### config.mk
export PLATFORM = sky130hd
export DESIGN_NAME = ups_dac_spi
export DESIGN_NICKNAME = d
export VERILOG_FILES = /design/src/rtl/ups_pkg.sv /design/src/rtl/ups_tick_gen.sv /design/src/rtl/ups_dac_spi.sv
export SDC_FILE = /design/constraint.sdc
export NUM_CORES = 1
export LEC_CHECK = 0
export ABC_AREA = 0
export ABC_CLOCK_PERIOD_IN_PS = 2640
export CAP_MARGIN = 40
export CORE_ASPECT_RATIO = 0.6
export CORE_MARGIN = 2
export CORE_UTILIZATION = 39
export CTS_CLUSTER_DIAMETER = 30
export DETAILED_ROUTE_END_ITERATION = 16
export SKIP_CTS_REPAIR_TIMING = 1
export SLEW_MARGIN = 20
export SYNTH_ARGS = -nofsm -noshare
export SYNTH_HDL_FRONTEND = slang
export SYNTH_SLANG_ARGS = --single-unit
### constraint.sdc
create_clock -name clk -period 2.64 [get_ports clk]
set_clock_uncertainty 0.15 [all_clocks]
set_input_delay 0.66 -clock clk [delete_from_list [all_inputs] [get_ports clk]]
set_output_delay 0.66 -clock clk [all_outputs]
set_load 0.02 [all_outputs]
### src/rtl/ups_pkg.sv
// Shared types and constants for the UPS DAC serial path.
// Holds the SPI transmitter state encoding and frame width.
package ups_pkg;

  typedef enum logic [2:0] {
    SPI_IDLE,
    SPI_SETUP,
    SPI_SHIFT,
    SPI_HOLD,
    SPI_GAP
  } spi_state_t;

  localparam int DAC_FRAME_BITS = 24;

endpackage

### src/rtl/ups_tick_gen.sv
// Reloadable down-counter: one-cycle tick every load_i cycles.
// Ports: clk_i, rst_i, start_i (reload now), load_i (period), tick_o.
module ups_tick_gen #(
  parameter int W = 8
) (
  input  logic         clk_i,
  input  logic         rst_i,
  input  logic         start_i,
  input  logic [W-1:0] load_i,
  output logic         tick_o
);

  logic [W-1:0] cnt_q;
  logic [W-1:0] cnt_d;

  // The tick marks the last cycle of an interval, so the
  // counter holds load-1 in the first cycle after a start.
  always_comb begin
    cnt_d = cnt_q - 1'b1;
    if (start_i || cnt_q == '0) begin
      cnt_d = load_i - 1'b1;
    end
  end

  always_ff @(posedge clk_i) begin
    if (rst_i) begin
      cnt_q <= '0;
    end else begin
      cnt_q <= cnt_d;
    end
  end

  assign tick_o = (cnt_q == '0);

endmodule

### src/rtl/ups_dac_spi.sv
// 24-bit SPI frame transmitter for one UPS DAC channel.
// Ports: clk, rst, dac/dac_dv in; dac_sclk/cs_n/mosi, busy, done, overrun_cnt out.
module ups_dac_spi
  import ups_pkg::*;
#(
  parameter int          CLK_DIV   = 2,
  parameter int          CS_SETUP  = 2,
  parameter int          CS_HOLD   = 2,
  parameter int          GAP       = 4,
  parameter logic [7:0]  CTRL_BYTE = 8'h00
) (
  input  logic        clk,
  input  logic        rst,
  input  logic [15:0] dac,
  input  logic        dac_dv,
  output logic        dac_sclk,
  output logic        dac_cs_n,
  output logic        dac_mosi,
  output logic        busy,
  output logic        done,
  output logic [15:0] overrun_cnt
);

  localparam logic [4:0] LAST_BIT = 5'(DAC_FRAME_BITS - 1);

  spi_state_t state_q, state_d;
  logic [DAC_FRAME_BITS-1:0] sr_q, sr_d;
  logic [4:0]  bit_q, bit_d;
  logic        half_q, half_d;
  logic        pend_q, pend_d;
  logic [15:0] pword_q, pword_d;
  logic [15:0] ovr_q, ovr_d;
  logic        sclk_q, sclk_d;
  logic        mosi_q, mosi_d;
  logic        cs_n_q, cs_n_d;
  logic        done_q, done_d;
  logic        busy_q, busy_d;

  logic        tick;
  logic        start;
  logic [7:0]  load;

  ups_tick_gen #(.W(8)) u_tick (
    .clk_i  (clk),
    .rst_i  (rst),
    .start_i(start),
    .load_i (load),
    .tick_o (tick)
  );

  always_comb begin
    state_d = state_q;
    sr_d    = sr_q;
    bit_d   = bit_q;
    half_d  = half_q;
    pend_d  = pend_q;
    pword_d = pword_q;
    ovr_d   = ovr_q;
    start   = 1'b0;
    load    = 8'(CLK_DIV);

    unique case (state_q)
      SPI_IDLE: begin
        if (dac_dv || pend_q) begin
          state_d = SPI_SETUP;
          sr_d    = {CTRL_BYTE, dac_dv ? dac : pword_q};
          pend_d  = 1'b0;
          start   = 1'b1;
          load    = 8'(CS_SETUP);
        end
      end
      SPI_SETUP: begin
        if (tick) begin
          state_d = SPI_SHIFT;
          bit_d   = '0;
          half_d  = 1'b0;
          start   = 1'b1;
        end
      end
      SPI_SHIFT: begin
        if (tick) begin
          start = 1'b1;
          if (!half_q) begin
            half_d = 1'b1;
          end else if (bit_q == LAST_BIT) begin
            state_d = SPI_HOLD;
            load    = 8'(CS_HOLD);
          end else begin
            // next bit appears with the SCLK rise
            bit_d  = bit_q + 1'b1;
            half_d = 1'b0;
            sr_d   = {sr_q[DAC_FRAME_BITS-2:0], 1'b0};
          end
        end
      end
      SPI_HOLD: begin
        if (tick) begin
          state_d = SPI_GAP;
          start   = 1'b1;
          load    = 8'(GAP);
        end
      end
      SPI_GAP: begin
        if (tick) begin
          state_d = SPI_IDLE;
        end
      end
      default: state_d = SPI_IDLE;
    endcase

    // one-deep, latest-wins holding slot
    if (dac_dv && state_q != SPI_IDLE) begin
      pend_d  = 1'b1;
      pword_d = dac;
      if (pend_q && ovr_q != 16'hFFFF) begin
        ovr_d = ovr_q + 16'd1;
      end
    end
  end

  // outputs are registered from next-state values
  always_comb begin
    sclk_d = (state_d == SPI_SHIFT) && !half_d;
    mosi_d = (state_d == SPI_SHIFT) && sr_d[DAC_FRAME_BITS-1];
    cs_n_d = (state_d == SPI_IDLE) || (state_d == SPI_GAP);
    done_d = (state_q == SPI_HOLD) && (state_d == SPI_GAP);
    busy_d = (state_d != SPI_IDLE);
  end

  always_ff @(posedge clk) begin
    if (rst) begin
      state_q <= SPI_IDLE;
      sr_q    <= '0;
      bit_q   <= '0;
      half_q  <= 1'b0;
      pend_q  <= 1'b0;
      pword_q <= '0;
      ovr_q   <= '0;
      sclk_q  <= 1'b0;
      mosi_q  <= 1'b0;
      cs_n_q  <= 1'b1;
      done_q  <= 1'b0;
      busy_q  <= 1'b0;
    end else begin
      state_q <= state_d;
      sr_q    <= sr_d;
      bit_q   <= bit_d;
      half_q  <= half_d;
      pend_q  <= pend_d;
      pword_q <= pword_d;
      ovr_q   <= ovr_d;
      sclk_q  <= sclk_d;
      mosi_q  <= mosi_d;
      cs_n_q  <= cs_n_d;
      done_q  <= done_d;
      busy_q  <= busy_d;
    end
  end

  assign dac_sclk    = sclk_q;
  assign dac_mosi    = mosi_q;
  assign dac_cs_n    = cs_n_q;
  assign done        = done_q;
  assign busy        = busy_q;
  assign overrun_cnt = ovr_q;

endmodule
==> run summary, run 1 <==
The proportion of power drawn by flip-flops and latches was 0.384; the x dimension of the die was 128 µm. From bottom edge to top edge, the die measures 78.3 µm. The fraction of registers with async set or reset after synthesis is 0, and the number of I/O port buffers is 39. Global routing finished with a remaining overflow of 0.

Share of total power consumed by net switching: 0.315. Data on the critical path arrives at its endpoint at 1.42 ns. The largest fanout of any net on the critical path works out to 6.

TritonCTS sink count: 79. The final max-slew violation count was 0; the cell row count was 27. The multiplexer share of the synthesized area came out at 0.0502.

The combinational family with the most area after synthesis is simple AND/OR/NAND/NOR gates. The tools report the total placed cells including tap cells as 574. TritonCTS built the clock tree. For the relative slew slack, the log shows 0.594. The via count of the first global-routing pass came out at 2752. The tools report the largest net degree at the start of global routing as 61. The post-synthesis sequential area ratio came out at 0.441. Setup repair after global routing left no endpoint under its margin. The final period utilization is 0.843. The final hold slack is 0.304 ns, and the clock period minus worst slack is 2.23 ns. From synthesis to final layout, the design area changed by 23.7%.

The min-delay analysis places its worst path in the category flop to flop. The source-to-sink clock delay at the later pin of the worst-skew pair is 0.33 ns, and the actual slew at the worst max-slew pin is 0.606 ns. The first detailed-routing pass took 4 iterations. In this run the standard cell core region covers 0.00905 mm².

The library cell used most frequently in the layout, excluding fill and tap cells, is sky130_fd_sc_hd__dfxtp_1. The tools report the number of antenna violations at the first check in global routing as 0. The compound-gate portion of the synthesized area is 0.146, and the synthesized net count is 452. Clock-pin slew was measured on the worst setup and hold paths at 0.06 ns. The aggregate global-route resource usage is 0.167.

The run gives 2 as the maximum clock insertion buffer count. Wires add up to 7970 µm. By startpoint and endpoint, the worst setup path is classified as flop to output port. The signal on the critical path passes through clkdlybuf4s50_1. Averaged over all synthesized cells, the footprint is 8.37 µm².

On the worst path, the slowest cell contributes a delay of 0.65 ns. For the total via count after detailed routing, the log shows 3053. The simple logic cell fraction of the synthesized area is 0.254, and the per-cell routed wire length is 13.5 µm. The slowest stage of the critical path is the sky130_fd_sc_hd__clkdlybuf4s50_1 cell. The maximum clock rate is 449 MHz. After legalization and detailed placement, the total HPWL measured 5490 µm. The count of max-cap constraint violations was 0; the flip-flop and latch count after synthesis was 79.

The H-tree generated during clock tree synthesis spans 3 levels. The most used flip-flop cell after synthesis is sky130_fd_sc_hd__dfxtp_1. The top cell types in the final layout, fill and taps aside, are 79 x sky130_fd_sc_hd__dfxtp_1, 72 x sky130_fd_sc_hd__nand2_1, 52 x sky130_fd_sc_hd__nor2_1, 38 x sky130_fd_sc_hd__clkdlybuf4s50_1, 33 x sky130_fd_sc_hd__a31oi_1.

The die covers 0.0100 mm². Number of vias per cell: 5.18. The worst setup path is launched from a flop. The run gives 0.283 as the relative contribution of combinational cells to total power. Power spread over the standard cell area amounts to 881 mW/mm². For the reg-to-reg setup timing slack, the log shows 0.47 ns.

Setup total negative slack on the finished layout was measured at 0 ns. Post-synthesis adder-cell area fraction: 0.0139. The worst setup path is captured at an output port. Across the VDD grid, the largest voltage drop is 0.000466 V. Yosys mapped a number of flops with a built-in enable equal to 0. The tools report the buffer type at the clock tree root as sky130_fd_sc_hd__clkbuf_16. Clock network power share: 0.333.

The logs give 0.793 for the placer congestion estimate and 1230 µW for the net load switching power. The tools report the post-synthesis instance total as 429. Share of post-route cells with drive strength above 1: 0.0888. Clock buffer count from CTS: 9. Setup violations remaining at the end of the flow were counted as 0. The logs give 1.83 ns for the critical path required time and 13200 µm for the first-pass GRT wire length. The tools report the number of antenna-violating nets in the routed design as 0. After the last flow step, the layout net total stands at 492.

The effective utilization at floorplan is 0.396, and the area of the mapped netlist is 0.00359 mm². The sum of buffers and inverters on the critical path works out to 1. The post-synthesis share of cell area spent on xor and xnor gates is 0.0537. Internal power comes to 2680 µW. The logs give 0 for the number of hold-slack violations in the final timing report and 0.00155 µW for the leakage power. The detailed router finished its first iteration with 181 violations. After routing the design area is 0.00444 mm². The number of distinct standard cells referenced by the synthesized netlist is 46, and the post-detailed-placement cell area is 0.00413 mm².

Once layout is complete, the cells apart from fillers number 589. During I/O placement, the number of pins put on the boundary was 40. The number of design rule violations left after detail routing was 0; the diode insertion count for antenna repair was 0. The flow ran to the end, and the final reports show no timing, DRC or antenna violations. On the critical path the largest part of the delay comes from buffers and inverters. The Yosys step of the flow raised 0 warnings.
-- layout make-up --
class	instances	area (µm²)
tap	116	145
clock inverter	4	70.1
clock buffer	11	243
multi-input combinational	317	1860
sequential	79	1580
fill	861	4610
inverter	8	30.0
timing repair buffer	54	510
-- stage by stage --
stage / worst slack [ns] / total power (µW) / util
finish: 0.414 / 3910 / 0.490
global route: 0.252 / 4160 / 0.490
CTS: 0.395 / 3950 / 0.490
detailed placement: 0.143 / 2630 / 0.456
global placement: 0.150 / 2610 / 0.456
floorplan: 0.712 / 2320 / -
-- synthesized netlist by cell type (all sizes together) (2+ instances only) --
library cell | count | share of area
nor3b | 3 | 0.0063
a21o | 2 | 0.0042
mux2i | 18 | 0.050
o311a | 2 | 0.0056
and3 | 3 | 0.0052
inv | 8 | 0.0084
nor2 | 52 | 0.054
a21oi | 24 | 0.033
nand3 | 13 | 0.018
a31oi | 33 | 0.058
clkbuf | 15 | 0.016
dfxtp | 79 | 0.44
or3 | 3 | 0.0052
nor4b | 2 | 0.0091
nand4 | 4 | 0.0070
nand3b | 3 | 0.0063
or2 | 3 | 0.0052
nand2 | 72 | 0.075
o32ai | 2 | 0.0049
and3b | 2 | 0.0049
xor2 | 2 | 0.0049
nor3 | 14 | 0.022
and2 | 2 | 0.0042
nand2b | 9 | 0.016
ha | 4 | 0.014
nor4 | 3 | 0.0094
a211oi | 6 | 0.013
o21ai | 4 | 0.0066
o22ai | 5 | 0.0087
xnor2 | 20 | 0.049
buf | 10 | 0.017
-- power groups by stage --
stage / combinational [µW] / sequential (µW) / clock [µW]
after floorplan: 829 / 1490 / 0
after global placement: 1090 / 1520 / 0
after detailed placement: 1110 / 1530 / 0
after CTS: 1120 / 1500 / 1340
after global routing: 1250 / 1520 / 1390
final: 1110 / 1500 / 1300
-- layer usage --
layer | vias to the layer above | track usage | share of wire
li1 | 1571 | - | -
met1 | 1403 | 0.249 | 0.54
met2 | 72 | 0.225 | 0.39
met3 | 7 | 0.0579 | 0.058
met4 | 0 | 0.0429 | 0.010
met5 | - | 0 | 0
-- state kept, by name (all words and copies together) (netlist names), named ones only --
signal / cells
bit_q: 5
busy: 1
dac_cs_n: 1
dac_mosi: 1
dac_sclk: 1
done: 1
half_q: 1
overrun_cnt: 16
pend_q: 1
pword_q: 16
sr_q: 24
state_q: 3
u_tick.cnt_q: 7
-- kinds of logic (layout without fill, tap and decap cells) --
logic type | after synthesis | in the layout
compound gates | 83 | 83
flops | 79 | 79
fa+ha+maj | 4 | 4
buf+inv | 33 | 77
mux | 18 | 18
simple gates | 190 | 190
xor+xnor | 22 | 22
-- worst register-to-register path: stages (launching register included) --
cell and delay (ns):
sky130_fd_sc_hd__dfxtp_1 0.32, sky130_fd_sc_hd__inv_1 0.10, sky130_fd_sc_hd__ha_1 0.15, sky130_fd_sc_hd__nor3b_1 0.40, sky130_fd_sc_hd__and2_4 0.26, sky130_fd_sc_hd__a21boi_2 0.08, sky130_fd_sc_hd__nor4b_4 0.44, sky130_fd_sc_hd__o22ai_1 0.16
-- worst paths after layout --
path | from | end | cells after the start
worst min register to register | pword_q[13]$_SDFFE_PP0P_ | pword_q[13]$_SDFFE_PP0P_ | 2
worst min-delay path | pword_q[13]$_SDFFE_PP0P_ | pword_q[13]$_SDFFE_PP0P_ | 2
worst max-delay path | overrun_cnt[0]$_SDFFE_PP0P_ | overrun_cnt[0] | 1
worst max register to register | u_tick.cnt_q[0]$_SDFF_PP0_ | sr_q[19]$_SDFFE_PP0P_ | 7
(Power assumes the default switching activity.)
==> run 2, diff against run 1 <==
--- a/config.mk
+++ b/config.mk
@@ -6,7 +6,7 @@
 export NUM_CORES = 1
 export LEC_CHECK = 0
 export ABC_AREA = 0
-export ABC_CLOCK_PERIOD_IN_PS = 2640
+export ABC_CLOCK_PERIOD_IN_PS = 1890
 export CAP_MARGIN = 40
 export CORE_ASPECT_RATIO = 0.6
 export CORE_MARGIN = 2
==> constraint.sdc (replaced) <==
create_clock -name clk -period 1.89 [get_ports clk]
set_clock_uncertainty 0.15 [all_clocks]
set_input_delay 0.4725 -clock clk [delete_from_list [all_inputs] [get_ports clk]]
set_output_delay 0.4725 -clock clk [all_outputs]
set_load 0.02 [all_outputs]
==> run 2 against run 1 <==
Effect of this change:
- highest routed layer unchanged
- critical endpoint is now sr_q[6]$_SDFFE_PP0P_
- global-route usage rose by 0.74 points
- worst setup slack worse by 0.39 ns
- utilization rose by 6.2 points
- critical path depth rose by 5
- design area rose by 13%
- register-to-register slack lost 0.45 ns
- die area is the same
- clock power increased by 36%
==> run summary, run 2 (same netlist as run 1, synthesis figures left out) <==
The run finished with clean final reports. Aggregate global-route resource usage: 0.174 (+0.00738). Static timing analysis puts the maximum clock frequency at 536 MHz.

The sum of internal, switching and leakage power was 5900 µW (+51%); the number of hold-slack violations in the final timing report was 0 (unchanged). The tools report the TritonCTS sink count as 79 (unchanged). The startpoint-to-endpoint class of the critical path is flop to flop.

The final period utilization was 0.987. The logs give 0.757 (+0.163) for the relative slew slack and 0 (unchanged) for the diode insertion count for antenna repair. The number of vias per cell is 5.16 (-0.53%), and the number of design rule violations left after detail routing is 0 (unchanged). The number of flip-flops under the largest register name was 24 (unchanged); the overall routed net length was 8720 µm (+9.4%). The total via count after detailed routing came out at 3207 (+5.0%). The share of post-route cells with drive strength above 1 was 0.227 (+0.138).

The actual slew at the worst max-slew pin works out to 0.361 ns (-0.244 ns). The ratio of total power to cell area is 1180 mW/mm² (+34%). The worst path needs 1.87 ns of the cycle, external delays included.

For the placer congestion estimate, the log shows 0.825 (+4.0%). Register with the most flip-flops: sr_q. Compared with the post-synthesis result, the final layout area differs by 39.4%. TritonCTS built the clock tree. The tools report the total area of multi-input combinational cells as 0.00207 mm² (+11%). The number of I/O port buffers came out at 39 (unchanged). Setup repair after global routing could not meet its margin everywhere.

The number of antenna violations at the first check in global routing was 0 (unchanged). The height of the die came out at 78.3 µm (unchanged). The DRC marker count from the first detailed-route iteration was 181 (unchanged); the number of antenna-violating nets in the routed design was 0 (unchanged).

The maximum vdd drop was 0.000632 V (+36%); the per-cell routed wire length was 14.0 µm (+3.6%). The data arrival at the endpoint of the critical path is 1.97 ns (+0.55 ns), and the critical path required time is 2.00 ns (+0.17 ns). For the leakage power, the log shows 0.00219 µW (+42%).

The logs give 0.396 (unchanged) for the effective utilization at floorplan and 0.00905 mm² (unchanged) for the area of the core. The sequential cell area is 0.00159 mm² (+0.47%), and the die area is 0.0100 mm² (unchanged). Number of detailed-route iterations in the first pass: 4 (unchanged). The post-DP HPWL was 5820 µm (+6.0%). The clock buffer count from CTS was 9 (unchanged); the x dimension of the die was 128 µm (unchanged).

Number of inserted filler cells in the final layout: 826 (-4.1%). The largest net degree at the start of global routing is 33 (-46%), and the CTS clock-pin slew for the worst setup and hold paths is 0.06 ns (about the same). The count of max-cap constraint violations was 0 (unchanged); the total congestion overflow after global routing was 0 (unchanged). The worst hold path belongs to the class input pin to flop.

The library cell used most frequently in the layout, excluding fill and tap cells, is sky130_fd_sc_hd__dfxtp_1. STA classifies the critical path startpoint as a flop. Kind of capture point of the worst setup path: a flop.

The logs give 3 (unchanged) for the maximum level of the CTS H-tree and 2 (unchanged) for the maximum clock insertion buffer count. The via count of the first global-routing pass was 2937 (+6.7%); the count of endpoints failing setup in the final report was 0 (unchanged). The first-pass GRT wire length was 13800 µm (+4.5%); the final max-slew violation count was 0 (unchanged). The cell row count came out at 27 (unchanged).

The largest fanout of any net on the critical path is 5 (-1). The tools report the top-level port count as 40 (unchanged). CTS placed an instance of sky130_fd_sc_hd__clkbuf_16 at the clock tree root. In the layout the commonest cells are 75 x sky130_fd_sc_hd__dfxtp_1, 56 x sky130_fd_sc_hd__nand2_1, 52 x sky130_fd_sc_hd__nor2_1, 41 x sky130_fd_sc_hd__buf_4, 28 x sky130_fd_sc_hd__a31oi_1. The logs give 524 (+6.5%) for the final layout net count and 0.553 (+0.0621) for the utilization after layout.

For the source-to-sink clock delay at the later pin of the worst-skew pair, the log shows 0.33 ns (about the same).
==> run 2: path summary, 6_finish.rpt <==
path / depth (start not counted) / slack, ns / from / endpoint
worst max-delay path: 6 / 0.02 / u_tick.cnt_q[4]$_SDFF_PP0_ / sr_q[6]$_SDFFE_PP0P_
worst min register to register: 2 / 0.30 / pword_q[1]$_SDFFE_PP0P_ / pword_q[1]$_SDFFE_PP0P_
worst min-delay path: 2 / 0.25 / rst / u_tick.cnt_q[0]$_SDFF_PP0_
worst max register to register: 6 / 0.02 / u_tick.cnt_q[4]$_SDFF_PP0_ / sr_q[6]$_SDFFE_PP0P_
==> run 2: area by class of cell <==
type,count,share of cell area
flip-flops and latches,79,0.318
repair buffers,86,0.172
clock buffers,13,0.0540
multi-input cells,317,0.414
well taps,116,0.0290
inverters,8,0.00600
clock inverters,3,0.00800
==> run 2: metrics by stage <==
stage,TNS [ns],area (µm²),setup WS (ns),std cells,hold WS [ns]
2_1_floorplan,0,3590,0.00516,429,0.286
3_3_place_gp,-11.60,4340,-0.363,600,0.291
3_5_place_dp,-13.86,4340,-0.426,600,0.297
4_1_cts,-2.06,4650,-0.204,616,0.244
5_1_grt,-0.432,5000,-0.0553,622,0.261
6_report,0,5000,0.0245,622,0.252
==> run 2: critical path: stages, from the launching register on <==
cell                      delay, ns
sky130_fd_sc_hd__dfxtp_4       0.36
sky130_fd_sc_hd__nor4_4        0.40
sky130_fd_sc_hd__and2_4        0.24
sky130_fd_sc_hd__and3_4        0.24
sky130_fd_sc_hd__buf_12        0.15
sky130_fd_sc_hd__nand2_2       0.06
sky130_fd_sc_hd__a31oi_2       0.19
==> run 2: per-layer routing <==
metal	vias to the layer above	track usage	routed length, µm
li1	1641	-	-
met4	0	0.0516	125
met3	14	0.0552	400
met1	1485	0.261	4580
met5	-	0	0
met2	67	0.235	3610
==> run 2: where the power goes <==
group / internal (µW) / total [µW] / switching [µW]
logic: 971 / 2030 / 1060
registers: 1900 / 2090 / 193
clock network: 1130 / 1770 / 649
==> edit 1: new RTL, config.mk and constraints of run 1 <==
Make the reset (`rst` and `rst_i`) asynchronous in 2 clocked blocks.
--- a/src/rtl/ups_tick_gen.sv
+++ b/src/rtl/ups_tick_gen.sv
@@ -22,7 +22,7 @@
     end
   end
 
-  always_ff @(posedge clk_i) begin
+  always_ff @(posedge clk_i or posedge rst_i) begin
     if (rst_i) begin
       cnt_q <= '0;
     end else begin
--- a/src/rtl/ups_dac_spi.sv
+++ b/src/rtl/ups_dac_spi.sv
@@ -127,7 +127,7 @@
     busy_d = (state_d != SPI_IDLE);
   end
 
-  always_ff @(posedge clk) begin
+  always_ff @(posedge clk or posedge rst) begin
     if (rst) begin
       state_q <= SPI_IDLE;
       sr_q    <= '0;
Behaviour: differs if rst is asserted again (counterexample within 4 cycles, from zero or initial values and one cycle with rst high); with rst held inactive, the same outputs for 10 cycles.
==> edit 1 against run 1 <==
Hold slack improved by 0.044 ns. Wire length is 14% lower. First-iteration DRC count shrank 28%. Sequential cell count unchanged. Synthesized cell count shrank 31%. Worst setup slack got worse by 0.042 ns. Design area grew 0.48%. Fmax down 1.9%. Area after synthesis shrank 0.10%. Global-route usage down 1.7 points. Highest routed layer unchanged.
Power is not compared: it rests on default switching activity, and its combinational part moved more than twofold at a synthesized area within 25%.
==> edit 1: results <==
{
  "path_max_fanout": 7,
  "fin_nets": 370,
  "yosys-top-cells-area": "dfrtp_1 54%, mux2_2 5.7%, mux2i_1 4.5%",
  "r2r_setup_slack_ns": 0.38,
  "wl_um": 6840,
  "multi_input_comb_cells": 203,
  "inverters": 6,
  "dpl.hpwl_um": 4670,
  "multi_input_area_share": 0.340,
  "layout-drive-gt1-share": 0.157,
  "nonClkBufAreaFrac": 0.108,
  "vias": 2432,
  "track_usage": 0.149,
  "slew_headroom": 0.653,
  "yosys-top-cells-count": "78 x dfrtp_1, 32 x nor2_1, 18 x mux2_2, 18 x nand2_1",
  "r2r-end": "sr_q[3]",
  "area_share_clock_buf_inv": 0.0701,
  "grt_max_degree": 41,
  "holdCritStartpoint": "sr_q[0]",
  "seq_share": 0.443,
  "cp.arrival_ns": 1.46,
  "hold_depth": 1,
  "async_flop_share": 1.00,
  "grt_pass1_vias": 2343,
  "nNonClkBuffers": 48,
  "syn-num-nets": 321,
  "gp_congestion": 0.809,
  "status": "finished clean",
  "grt_pass1_wl_um": 11600,
  "ys_types": 49,
  "min_to": "sr_q[0]",
  "seq_cells": 79,
  "ys_seq_area_frac": 0.552,
  "reg2reg_from": "u_tick.cnt_q[0]",
  "n_fill_cell": 829
}
==> edit 1: changes by cell type after synthesis, sizes merged, moves of 8 or more <==
cell    delta
mux2      +18
nor2      -20
a31oi     -33
nor3       -9
a21oi     -20
nand2     -53
nand2b     -8
clkbuf    -15
dfxtp     -79
dfrtp     +78
a221o     +15
==> edit 1: layer usage <==
layer	GRT usage	vias up	part of all wire
li1	-	1182	-
met1	0.221	1202	0.55
met2	0.200	39	0.40
met3	0.0532	9	0.039
met4	0.0516	0	0.013
met5	0	-	0
==> edit 1: cells by family (layout without fill, tap and decap cells) <==
kind of cell / Yosys count / count (layout) / synth area share
AND/OR/NAND/NOR: 103 / 103 / 0.156
flip-flops: 79 / 79 / 0.552
AO/OA/AOI/OAI: 40 / 40 / 0.0984
multiplexers: 34 / 34 / 0.101
XOR/XNOR: 22 / 22 / 0.0537
buffers and inverters: 16 / 69 / 0.0255
adder cells (fa/ha/maj): 4 / 4 / 0.0140
==> edit 1: metrics by stage <==
step	hold slack [ns]	instance area [sq um]	setup WS, ns	cells
final	0.347	4460	0.372	467
after global placement	0.324	4150	0.202	452
after global routing	0.367	4460	0.192	467
after floorplan	0.301	3590	0.674	298
after detailed placement	0.334	4150	0.155	452
after CTS	0.348	4460	0.353	467
==> edit 1: worst max-delay path by stage <==
stage,to,slack [ns],from,depth (start not counted)
6_report,overrun_cnt[0],0.37,overrun_cnt[0],1
5_1_grt,sr_q[3],0.19,u_tick.cnt_q[0],7
2_1_floorplan,overrun_cnt[13],0.67,dac_dv,6
3_5_place_dp,sr_q[3],0.16,dac_dv,6
4_1_cts,overrun_cnt[0],0.35,overrun_cnt[0],1
3_3_place_gp,sr_q[2],0.20,dac_dv,6
==> edit 2: new RTL, settings of run 1 <==
Without the edit above. `pword_q` no longer has a reset.
--- a/src/rtl/ups_dac_spi.sv
+++ b/src/rtl/ups_dac_spi.sv
@@ -134,7 +134,6 @@
       bit_q   <= '0;
       half_q  <= 1'b0;
       pend_q  <= 1'b0;
-      pword_q <= '0;
       ovr_q   <= '0;
       sclk_q  <= 1'b0;
       mosi_q  <= 1'b0;
@@ -147,7 +146,6 @@
       bit_q   <= bit_d;
       half_q  <= half_d;
       pend_q  <= pend_d;
-      pword_q <= pword_d;
       ovr_q   <= ovr_d;
       sclk_q  <= sclk_d;
       mosi_q  <= mosi_d;
@@ -155,6 +153,10 @@
       done_q  <= done_d;
       busy_q  <= busy_d;
     end
+  end
+
+  always_ff @(posedge clk) begin
+    pword_q <= pword_d;
   end
 
   assign dac_sclk    = sclk_q;
Formal check against the unedited RTL: no difference found for any inputs over 10 cycles, from zero or initial values and one cycle with rst high; that may be too few to reach the edited logic, so the function may still have changed.
==> edit 2 against run 1 <==
Critical endpoint is now overrun_cnt[2]. First-iteration DRC count is 27% lower. Largest cell class unchanged. Global-route usage is 0.86 points higher. Die area is 3.0% higher. Count of clock-buffer cells in the layout is 2 lower. Critical path type unchanged. Combinational power is 26% higher. Wire length is 5.2% higher. Sequential cell count stayed put. Largest power group unchanged. Worst setup slack worse by 0.028 ns. Power is 11% higher. Area after synthesis is 3.2% higher. Synthesized cell count is 12% lower. Design area is 3.9% higher.
==> edit 2: results <==
{
  "status": "finished clean",
  "track_usage": 0.175,
  "port_buffers": 39,
  "grt_max_degree": 47,
  "cp.arrival_ns": 1.44,
  "yosys-top-cells-count": "63 x dfxtp_1, 36 x a21oi_1, 30 x o21ai_0",
  "largest_register_ffs": 24,
  "syn-num-nets": 402,
  "muxShareOfSynthArea": 0.0777,
  "worst_hold_path_type": "reg2reg",
  "gp_congestion": 0.803,
  "critical_path.top_delay_family": "buffers and inverters",
  "yosys-top-cells-area": "dfxtp_1 34%, edfxtp_1 13%, mux2_2 6.7%",
  "clock_latency_ns": 0.33,
  "ys_seq_area_frac": 0.470,
  "crit_path_max_incr_delay_ns": 0.65,
  "drtIter0Drc": 132,
  "p_sw_frac": 0.341,
  "synth_edf_count": 16,
  "layout-drive-gt1-share": 0.158,
  "grt_pass1_wl_um": 14400,
  "synth_compound_area_frac": 0.182,
  "placed_area_sq_um": 4290,
  "cp_slowest_cell": "clkdlybuf4s50_1",
  "fin_nets": 442,
  "wl_um": 8390,
  "firstDrtPassIters": 6,
  "synthAdderAreaFrac": 0.0135,
  "p_leak_nw": 1.53,
  "slew_headroom": 0.625,
  "numCtsBuffers": 9,
  "antenna_found_initial": 0,
  "n_fill_cell": 843,
  "pg_clk_mw": 1.36,
  "irDropWorstVdd_uv": 543,
  "async_flop_share": 0,
  "path_max_fanout": 8,
  "n_antenna_cell": 0,
  "ys_types": 53,
  "vias_per_cell": 5.49,
  "dpl.hpwl_um": 5470,
  "seqPwrFrac": 0.366,
  "synthXorXnorAreaFrac": 0.0142,
  "grt_pass1_vias": 2957
}
## edit 2: changes by cell type in the layout (fill, tap and decap cells not counted), sizes merged, moves of 13 or more
| cell | before | now |
|---|---|---|
| nand2 | 72 | 10 |
| a31oi | 33 | 3 |
| nor2 | 52 | 25 |
| o21ai | 4 | 30 |
| mux2 | 0 | 22 |
| dfxtp | 79 | 63 |
| edfxtp | 0 | 16 |
| xnor2 | 20 | 4 |
| a32oi | 0 | 15 |
| mux2i | 18 | 4 |
| a21oi | 24 | 37 |
## edit 2: through the flow
stage          hold slack [ns]  setup slack, ns  instances  power (mW)   util
2_1_floorplan            0.290            0.546        379        2.55      -
3_3_place_gp             0.297           0.0124        538        2.98  0.467
3_5_place_dp             0.305           0.0317        538        3.01  0.467
4_1_cts                  0.316            0.367        554        4.38  0.502
5_1_grt                  0.352            0.247        554        4.61  0.502
6_report                 0.317            0.386        554        4.35  0.502
## edit 2: final timing paths
| check | depth (start not counted) | end | from | slack, ns |
|---|---|---|---|---|
| setup reg to reg | 5 | overrun_cnt[14] | overrun_cnt[0] | 0.46 |
| setup / recovery | 1 | overrun_cnt[2] | overrun_cnt[2] | 0.39 |
| hold reg to reg | 2 | sr_q[22] | sr_q[21] | 0.32 |
| hold / removal | 2 | sr_q[22] | sr_q[21] | 0.32 |
## edit 2: metal layers
metal,wire [um],GRT usage,part of all wire
met1,4270,0.259,0.51
met2,3490,0.243,0.42
met3,523,0.0509,0.062
met4,96,0.0548,0.011
met5,0,0,0
## edit 2: area by class of cell
type                    count  area share
inverters                   8     0.00651
multi-input cells         265       0.388
clock buffers               9      0.0488
well taps                 130      0.0352
clock inverters             7      0.0222
flip-flops and latches     79       0.377
repair buffers             56       0.122
